===== src/rtl/draw_pkg.sv =====
// Shared drawing-pipeline definitions: engine state encoding, VGA coordinate
// widths and default visible screen size.
package draw_pkg;

   typedef enum logic [1:0] {
      S_IDLE = 2'd0,
      S_DRAW = 2'd1,
      S_DONE = 2'd2
   } state_t;

   localparam int VGA_XW = 8;
   localparam int VGA_YW = 7;
   localparam int VGA_CW = 3;

   localparam int DEF_SCREEN_W = 160;
   localparam int DEF_SCREEN_H = 120;

endpackage


===== src/rtl/rect_scanner.sv =====
// Row-major offset counters for the rectangle fill: dx runs fastest, dy steps
// when dx wraps, and last flags the final position of the rectangle.
module rect_scanner #(
   parameter int XW = 8,
   parameter int YW = 7
) (
   input  logic          clock,
   input  logic          resetn,
   input  logic          i_clear,
   input  logic          i_advance,
   input  logic [XW-1:0] i_w,
   input  logic [YW-1:0] i_h,
   output logic [XW-1:0] o_dx,
   output logic [YW-1:0] o_dy,
   output logic          o_last
);

   logic [XW-1:0] r_dx;
   logic [YW-1:0] r_dy;
   logic          w_row_end;

   // Compare before incrementing so a full-width extent never needs a carry bit.
   assign w_row_end = (r_dx == i_w);

   always_ff @(posedge clock or negedge resetn) begin
      if (!resetn) begin
         r_dx <= '0;
         r_dy <= '0;
      end else if (i_clear) begin
         r_dx <= '0;
         r_dy <= '0;
      end else if (i_advance) begin
         if (!w_row_end) begin
            r_dx <= r_dx + 1'b1;
         end else begin
            r_dx <= '0;
            if (r_dy != i_h) begin
               r_dy <= r_dy + 1'b1;
            end
         end
      end
   end

   assign o_dx   = r_dx;
   assign o_dy   = r_dy;
   assign o_last = w_row_end & (r_dy == i_h);

endmodule


===== src/rtl/rect_fill_engine.sv =====
// Rectangle raster-fill engine feeding the framebuffer write port.
// Optional screen clipping is enabled by defining RECT_FILL_CLIP_EN.
module rect_fill_engine
   import draw_pkg::*;
#(
   parameter int XW       = VGA_XW,
   parameter int YW       = VGA_YW,
   parameter int CW       = VGA_CW,
   parameter int SCREEN_W = DEF_SCREEN_W,
   parameter int SCREEN_H = DEF_SCREEN_H
) (
   input  logic          clock,
   input  logic          resetn,
   input  logic          req_valid,
   output logic          req_ready,
   input  logic [XW-1:0] req_x0,
   input  logic [YW-1:0] req_y0,
   input  logic [XW-1:0] req_w,
   input  logic [YW-1:0] req_h,
   input  logic [CW-1:0] req_colour,
   output logic          plot,
   input  logic          plot_ready,
   output logic [XW-1:0] plot_x,
   output logic [YW-1:0] plot_y,
   output logic [CW-1:0] plot_colour,
   output logic          busy,
   output logic          done
);

`ifdef RECT_FILL_CLIP_EN
   localparam int CXW = XW + 1;
   localparam int CYW = YW + 1;
`else
   localparam int CXW = XW;
   localparam int CYW = YW;
`endif

   state_t        r_state;
   state_t        w_state_next;

   logic [XW-1:0] r_x0;
   logic [YW-1:0] r_y0;
   logic [XW-1:0] r_w;
   logic [YW-1:0] r_h;
   logic [CW-1:0] r_colour;
   logic [XW-1:0] r_cx;
   logic [YW-1:0] r_cy;
   logic          r_plot;
   logic          r_done;
   logic          r_busy;
   logic          r_req_ready;

   logic          w_accept;
   logic          w_step;
   logic          w_row_end;
   logic          w_last;
   logic          w_in_range;
   logic [XW-1:0] w_dx;
   logic [YW-1:0] w_dy;
   logic [CXW-1:0] w_cx_cur;
   logic [CYW-1:0] w_cy_cur;
   logic [CXW-1:0] w_cx_next;
   logic [CYW-1:0] w_cy_next;

   assign w_accept  = req_valid & (r_state == S_IDLE);
   // A clipped position has no plot to wait on, so it advances unconditionally.
   assign w_step    = (r_state == S_DRAW) & (plot_ready | ~r_plot);
   assign w_row_end = (w_dx == r_w);

   rect_scanner #(
      .XW (XW),
      .YW (YW)
   ) u_scanner (
      .clock     (clock),
      .resetn    (resetn),
      .i_clear   (w_accept),
      .i_advance (w_step),
      .i_w       (r_w),
      .i_h       (r_h),
      .o_dx      (w_dx),
      .o_dy      (w_dy),
      .o_last    (w_last)
   );

   always_comb begin
      w_state_next = r_state;
      case (r_state)
         S_IDLE:  if (w_accept) w_state_next = S_DRAW;
         S_DRAW:  if (w_step && w_last) w_state_next = S_DONE;
         S_DONE:  w_state_next = S_IDLE;
         default: w_state_next = S_IDLE;
      endcase
   end

   // Next pixel position, computed ahead so the plot outputs are pure registers.
   assign w_cx_cur = CXW'(r_x0) + CXW'(w_dx);
   assign w_cy_cur = CYW'(r_y0) + CYW'(w_dy);

   always_comb begin
      w_cx_next = w_cx_cur;
      w_cy_next = w_cy_cur;
      if (w_accept) begin
         w_cx_next = CXW'(req_x0);
         w_cy_next = CYW'(req_y0);
      end else if (w_step) begin
         if (!w_row_end) begin
            w_cx_next = w_cx_cur + 1'b1;
         end else begin
            w_cx_next = CXW'(r_x0);
            if (!w_last) begin
               w_cy_next = w_cy_cur + 1'b1;
            end
         end
      end
   end

`ifdef RECT_FILL_CLIP_EN
   localparam logic [CXW-1:0] LIM_X = CXW'(SCREEN_W);
   localparam logic [CYW-1:0] LIM_Y = CYW'(SCREEN_H);
   assign w_in_range = (w_cx_next < LIM_X) & (w_cy_next < LIM_Y);
`else
   assign w_in_range = 1'b1;
`endif

   always_ff @(posedge clock or negedge resetn) begin
      if (!resetn) begin
         r_state     <= S_IDLE;
         r_x0        <= '0;
         r_y0        <= '0;
         r_w         <= '0;
         r_h         <= '0;
         r_colour    <= '0;
         r_cx        <= '0;
         r_cy        <= '0;
         r_plot      <= 1'b0;
         r_done      <= 1'b0;
         r_busy      <= 1'b0;
         r_req_ready <= 1'b1;
      end else begin
         r_state <= w_state_next;
         if (w_accept) begin
            r_x0     <= req_x0;
            r_y0     <= req_y0;
            r_w      <= req_w;
            r_h      <= req_h;
            r_colour <= req_colour;
         end
         r_cx        <= w_cx_next[XW-1:0];
         r_cy        <= w_cy_next[YW-1:0];
         r_plot      <= (w_state_next == S_DRAW) & w_in_range;
         r_done      <= (w_state_next == S_DONE);
         r_busy      <= (w_state_next != S_IDLE);
         r_req_ready <= (w_state_next == S_IDLE);
      end
   end

   assign req_ready   = r_req_ready;
   assign plot        = r_plot;
   assign plot_x      = r_cx;
   assign plot_y      = r_cy;
   assign plot_colour = r_colour;
   assign busy        = r_busy;
   assign done        = r_done;

endmodule


===== config.mk =====
export PLATFORM = sky130hd
export DESIGN_NAME = rect_fill_engine
export DESIGN_NICKNAME = d
export VERILOG_FILES = /design/src/rtl/draw_pkg.sv /design/src/rtl/rect_scanner.sv /design/src/rtl/rect_fill_engine.sv
export SDC_FILE = /design/constraint.sdc
export NUM_CORES = 1
export LEC_CHECK = 0
export BUFFER_PORTS_ARGS = -buffer_cell sky130_fd_sc_hd__buf_4
export CAP_MARGIN = 20
export CORE_MARGIN = 2
export CORE_UTILIZATION = 51
export DETAILED_ROUTE_END_ITERATION = 6
export HOLD_SLACK_MARGIN = 0.03
export PLACE_DENSITY = 0.76
export SYNTH_ARGS = -nofsm -noshare
export SYNTH_HDL_FRONTEND = slang
export SYNTH_SLANG_ARGS = --single-unit

===== constraint.sdc =====
create_clock -name clock -period 2.6 [get_ports clock]
set_clock_uncertainty 0.2 [all_clocks]
set_input_delay 0.26 -clock clock [delete_from_list [all_inputs] [get_ports clock]]
set_output_delay 0.26 -clock clock [all_outputs]
set_load 0.05 [all_outputs]

Yosys cells after proc, flatten, opt, wreduce, memory -nomap -nowiden
Cells that the tools add are included.
{ "word_totals": {"register_bits": 69, "output_inout_bits": 22} }
{ "op_classes": {"add_sub_neg": 6, "n_eq_ne": 6, "muxes": 17, "bitwise": 5, "n_reduce_logical": 8} }
{ "op_table": {"columns": ["operator", "n"], "rows": [
  ["$mux W7", 8],
  ["$mux W8", 6],
  ["$add A8 B1 Y8 const B", 2],
  ["$add A7 B1 Y7 const B", 2],
  ["$add A8 B8 Y8", 1],
  ["$eq A8 B8 Y1", 1],
  ["$reduce_bool A2 Y1", 4],
  ["$add A7 B7 Y7", 1],
  ["$eq A7 B7 Y1", 1],
  ["$ne A7 B7 Y1", 1],
  ["$eq A2 B1 Y1 const B", 2],
  ["$logic_not A2 Y1", 2],
  ["$mux W2", 2],
  ["$pmux W2 S2", 1],
  ["$and A1 B1 Y1", 3],
  ["$reduce_and A3 Y1", 1],
  ["$eq A2 B2 Y1 const B", 1],
  ["$logic_and A1 B1 Y1", 1],
  ["$not A1 Y1", 1],
  ["$or A1 B1 Y1", 1]
]} }

Logic depth before layout (Yosys ltp)
{ "logic_depth": {"ltp_word": 7, "ltp_mapped": 9} }

By module
From an unflattened synthesis, not the netlist that was laid out.
{ "hier_totals": {"cells_unflattened": 450, "area_unflattened_um2": 4136.5} }
{ "modules_own_cells": {"columns": ["module", "n_inst", "cells_each", "area_per_inst_um2", "seq_area_each_um2"], "rows": [
  ["rect_fill_engine", 1, 338, 3123.0, 1352.5],
  ["rect_scanner", 1, 112, 1013.5, 375.4]
]} }

Least setup slack after synthesis
No wires, ideal clock.
{ "synth_path": {"path_kind": "reg-to-reg", "start": "register u_scanner.r_dx[0] (netlist: u_scanner.o_dx[0])", "end": "register r_cx[7] (netlist: plot_x[7])", "setup_ps": 145, "arrival_time_ps": 2053, "slack_ps": 202, "path_stages_with_launch": 9, "n_path_buf": 0, "synth_period_minus_slack_ps": 2398, "cell_sequence": "dfrtp_1 > ha_1 > fa_1 > a211oi_1 > nor2_1 > o211ai_1 > nand4_1 > xnor2_1 > o21ai_0"} }
{ "synth_via": {"elab_chain_len": 5, "elab_cells_between_ends": 6} }
{ "synth_lines": {"columns": ["item", "line", "text"], "rows": [
  ["from (decl)", "rect_scanner.sv:18", "logic [XW-1:0] r_dx;"],
  ["from (signal assigned)", "rect_scanner.sv:34", "r_dx <= r_dx + 1'b1;"],
  ["$add A8 B8 Y8", "rect_fill_engine.sv:96", "assign w_cx_cur = CXW'(r_x0) + CXW'(w_dx);"],
  ["$add A8 B1 Y8", "rect_fill_engine.sv:107", "w_cx_next = w_cx_cur + 1'b1;"],
  ["$mux W8", "rect_fill_engine.sv:106", "if (!w_row_end) begin"],
  ["$mux W8 (*)", "rect_fill_engine.sv:105", "end else if (w_step) begin"],
  ["$mux W8 (*)", "rect_fill_engine.sv:102", "if (w_accept) begin"],
  ["net w_cx_next[7]", "rect_fill_engine.sv:62", "logic [CXW-1:0] w_cx_next;"],
  ["to (signal assigned)", "rect_fill_engine.sv:148", "r_cx <= w_cx_next[XW-1:0];"],
  ["to (decl)", "rect_fill_engine.sv:46", "logic [XW-1:0] r_cx;"]
]} }
The timed path passes the listed nets; every way through them passes the cells marked *.
A chain may end at the register's enable or synchronous reset.

Worst setup path after layout
{ "layout_path": {"start": "register r_x0[0]", "end": "register r_cx[6] (netlist: plot_x[6])"} }
{ "layout_via": {"elab_chain_len": 5} }
{ "layout_lines": {"columns": ["item", "line", "text"], "rows": [
  ["from (decl)", "rect_fill_engine.sv:41", "logic [XW-1:0] r_x0;"],
  ["from (signal assigned)", "rect_fill_engine.sv:142", "r_x0 <= req_x0;"],
  ["$add A8 B8 Y8 (*)", "rect_fill_engine.sv:96", null],
  ["$add A8 B1 Y8", "rect_fill_engine.sv:107", null],
  ["$mux W8", "rect_fill_engine.sv:106", null],
  ["$mux W8 (*)", "rect_fill_engine.sv:105", null],
  ["$mux W8 (*)", "rect_fill_engine.sv:102", null],
  ["net w_cx_next[6]", "rect_fill_engine.sv:62", null]
]} }
Marks and branches as above.

==> summary.md <==
| Metric | Value |
|---|---|
| Run status | `finished clean` |
| Synthesized instance count | `414` |
| Post-Route WL | `9040 um` |
| Vias per cell | `5.35` |
| Count of flip-flops with a built-in enable after synthesis | `0` |
| Post-detailed-placement half-perimeter wirelength | `6240 um` |
| Placed insts | `575` |
| Wire length of the first global-routing pass | `15500 um` |
| Net count after synthesis | `470` |
| Max Slew Vio Count | `0` |
| Antenna violations before repair | `0` |
| Average wire length per cell after detail routing | `14.4 um` |
| Leakage | `2.46 nW` |
| # setup viols final | `0` |
| Full die area | `8100 um^2` |
| Area growth from synthesis to final layout | `32.5%` |
| Async set-reset flop share out of synthesis | `100%` |
| Synthesized area per cell | `9.11 um^2` |
| Number of buffer cells added on primary ports | `58` |
| Remaining DRCs | `0` |
| Number of nets in the layout | `578` |
| Number of warnings printed during yosys synthesis | `0` |
| I/O pins | `59` |
| Max FO, Critical Path | `3` |
| Worst IR drop on VDD | `0.586 mV` |
| Standard cell core area | `7210 um^2` |
| Number of H-tree levels | `3` |
| Height of the die | `90.0 um` |
| Seq cells post-synth | `69` |
| Largest net degree at the start of global routing | `70` |
| Power density cells | `1200 nW/um^2` |
| Peak clock frequency supported by timing | `401 MHz` |
| Kind of start point of the critical path | `flip-flop` |
| Number of clock sinks seen by CTS | `69` |
| Classification of the worst-slack hold path | `flip-flop to flip-flop` |
| Total routing usage reported by global routing | `23.9%` |
| Endpoint type of the worst setup path | `flip-flop` |
| Initial DRC Count | `154` |
| Count of cell types in the netlist | `51` |
| Cts bufs inserted | `9` |
| Slew at the pin closest to its max-slew limit | `0.855 ns` |
| Reg2Reg Setup Slack | `0.10 ns` |
| Final-layout fill cell count | `587` |
| Final instance area | `5000 um^2` |
| Number of max-cap violations | `0` |
| Critical Path AT | `2.53 ns` |
| RSZ-0062 raised after global routing | `yes` |
| TritonRoute pass-1 iters | `4` |
| Library cell with the largest summed area after synthesis | `sky130_fd_sc_hd__dfrtp_1` |
| Area fraction of the dominant cell type after synthesis | `45.1%` |
| Portion of the post-synthesis area used by sequential elements | `45.8%` |
| CTS root buf | `sky130_fd_sc_hd__clkbuf_8` |
| Share of layout cells above drive strength 1 | `19.0%` |
| Final hold slack | `0.280 ns` |
| Final hold violation count | `0` |
| Maximum count of clock buffers along a single path | `2` |
| Cell types with the highest counts after synthesis | `112 x sky130_fd_sc_hd__nand2_1, 68 x sky130_fd_sc_hd__dfrtp_1, 25 x sky130_fd_sc_hd__nor2_1` |
| Prevailing post-synth register cell | `sky130_fd_sc_hd__dfrtp_1` |
| Num rows | `31` |
| Number of nets still failing antenna checks after routing | `0` |
| Most frequent cell after synthesis | `sky130_fd_sc_hd__nand2_1` |
| Data required time of the worst path | `2.63 ns` |
| DR vias | `3350` |
| Number of inserted diodes | `0` |
| Overall die width | `90.0 um` |
| Clock tree from TritonCTS | `done` |
| Clock period minus worst slack | `2.50 ns` |
| Non-filler instance count after layout | `626` |
| Clock latency on the worst-skew pair | `0.36 ns` |
| Initial core utilization | `52.3%` |
| Number of global-route vias before repair | `3263` |
| Synth top area cells | `sky130_fd_sc_hd__dfrtp_1 45%, sky130_fd_sc_hd__nand2_1 11%, sky130_fd_sc_hd__ha_1 5.6%` |
| Period utilization | `96.0%` |
| Clock edge transition at the registers on the reported setup and hold paths | `0.08 ns` |
| GP Congestion | `0.932` |
| Classification of the worst setup path | `flip-flop to flip-flop` |
| Mapped Area | `3770 um^2` |
| Total congestion overflow | `0` |
| Headroom to the max-slew limit | `43.0%` |
| Placement Cell Area | `4410 um^2` |
[cell families after synthesis]
group           synth area share [%]
compound gates                  11.8
xor+xnor                        8.36
fa+ha+maj                       6.70
buf+inv                         1.92
flops                           45.8
mux                            0.265
simple gates                    25.1
[per-stage QoR]
step	utilization, %	setup WS (ns)	TNS (ns)	total power [W]
5_1_grt	69.3	-0.0508	-0.0965	0.00643
3_5_place_dp	61.1	0.123	0	0.00490
6_report	69.3	0.105	0	0.00599
4_1_cts	69.2	0.123	0	0.00598
3_3_place_gp	61.1	0.182	0	0.00480
2_1_floorplan	-	0.202	0	0.00403
[sequential cells by signal, indices dropped and copies added, names as in the netlist]
name            flops
busy                1
done                1
plot                1
plot_colour         3
plot_x              8
plot_y              7
r_h                 7
r_state             2
r_w                 8
r_x0                8
r_y0                7
req_ready           1
u_scanner.o_dx      8
u_scanner.o_dy      7
[metal layers]
metal	up-vias	track usage, %	wire length, um
met5	-	0	0
met3	13	3.60	419
li1	1654	-	-
met2	81	38.5	4260
met1	1602	32.4	4170
met4	0	10.4	180
[report_power, final]
| group | leakage [nW] | switching (W) | total, W | internal (W) |
|---|---|---|---|---|
| Sequential | 0.868 | 0.000318 | 0.00183 | 0.00151 |
| Combinational | 1.47 | 0.00182 | 0.00313 | 0.00131 |
| Clock | 0.116 | 0.000432 | 0.00103 | 0.000594 |
| Total | 2.46 | 0.00257 | 0.00599 | 0.00342 |
[worst max-delay path: stages, from the launching register on]
cell and delay, ns:
sky130_fd_sc_hd__dfrtp_1 0.40, sky130_fd_sc_hd__ha_1 0.24, sky130_fd_sc_hd__fa_1 0.43, sky130_fd_sc_hd__a21o_1 0.20, sky130_fd_sc_hd__a211oi_1 0.39, sky130_fd_sc_hd__nor2_1 0.13
sky130_fd_sc_hd__nand4_1 0.12, sky130_fd_sc_hd__xor2_1 0.15, sky130_fd_sc_hd__o221ai_1 0.11
[layout by cell type (no fill, tap or decap), drive strengths merged, types with 3 or more instances in the layout]
| cell | netlist | routed |
|---|---|---|
| a211oi | 7 | 7 |
| a21oi | 10 | 10 |
| a22oi | 3 | 3 |
| and2 | 3 | 3 |
| and3 | 8 | 8 |
| buf | 3 | 75 |
| clkbuf | 10 | 11 |
| dfrtp | 68 | 68 |
| dlygate4sd3 | 0 | 35 |
| ha | 17 | 17 |
| inv | 6 | 7 |
| nand2 | 113 | 113 |
| nand3 | 20 | 20 |
| nand3b | 4 | 4 |
| nand4 | 7 | 7 |
| nor2 | 25 | 25 |
| nor2b | 6 | 6 |
| nor3 | 7 | 7 |
| o211ai | 6 | 6 |
| o21ai | 16 | 16 |
| o221ai | 3 | 3 |
| o31ai | 4 | 4 |
| or4 | 4 | 4 |
| xnor2 | 19 | 19 |
| xor2 | 17 | 17 |
[cell type report]
type / count / area [um^2] / share of cell area (%)
multi-input combinational: 326 / 1980 / 39.6
inverter: 6 / 22.5 / 0.451
tap: 99 / 124 / 2.48
sequential: 69 / 1730 / 34.6
clock inverter: 5 / 81.3 / 1.63
clock buffer: 11 / 151 / 3.03
timing repair buffer: 110 / 913 / 18.3
[path summary, 6_finish.rpt]
check | from | cells past startpoint | end
min in group asynchronous | resetn | 2 | plot_colour[2]
min | r_state[1] | 1 | busy
min reg2reg | r_state[1] | 1 | busy
max in group asynchronous | resetn | 2 | plot_y[1]
max reg2reg | r_x0[0] | 8 | plot_x[6]
max | r_x0[0] | 8 | plot_x[6]
[timing repair]
action,CTS,global route
resized for setup,0,2
buffers inserted,0,0
hold buffers,35,0
setup endpoints to repair,0,5
hold endpoints to repair,114,0
Note: power is estimated with default switching activity, not from simulation.
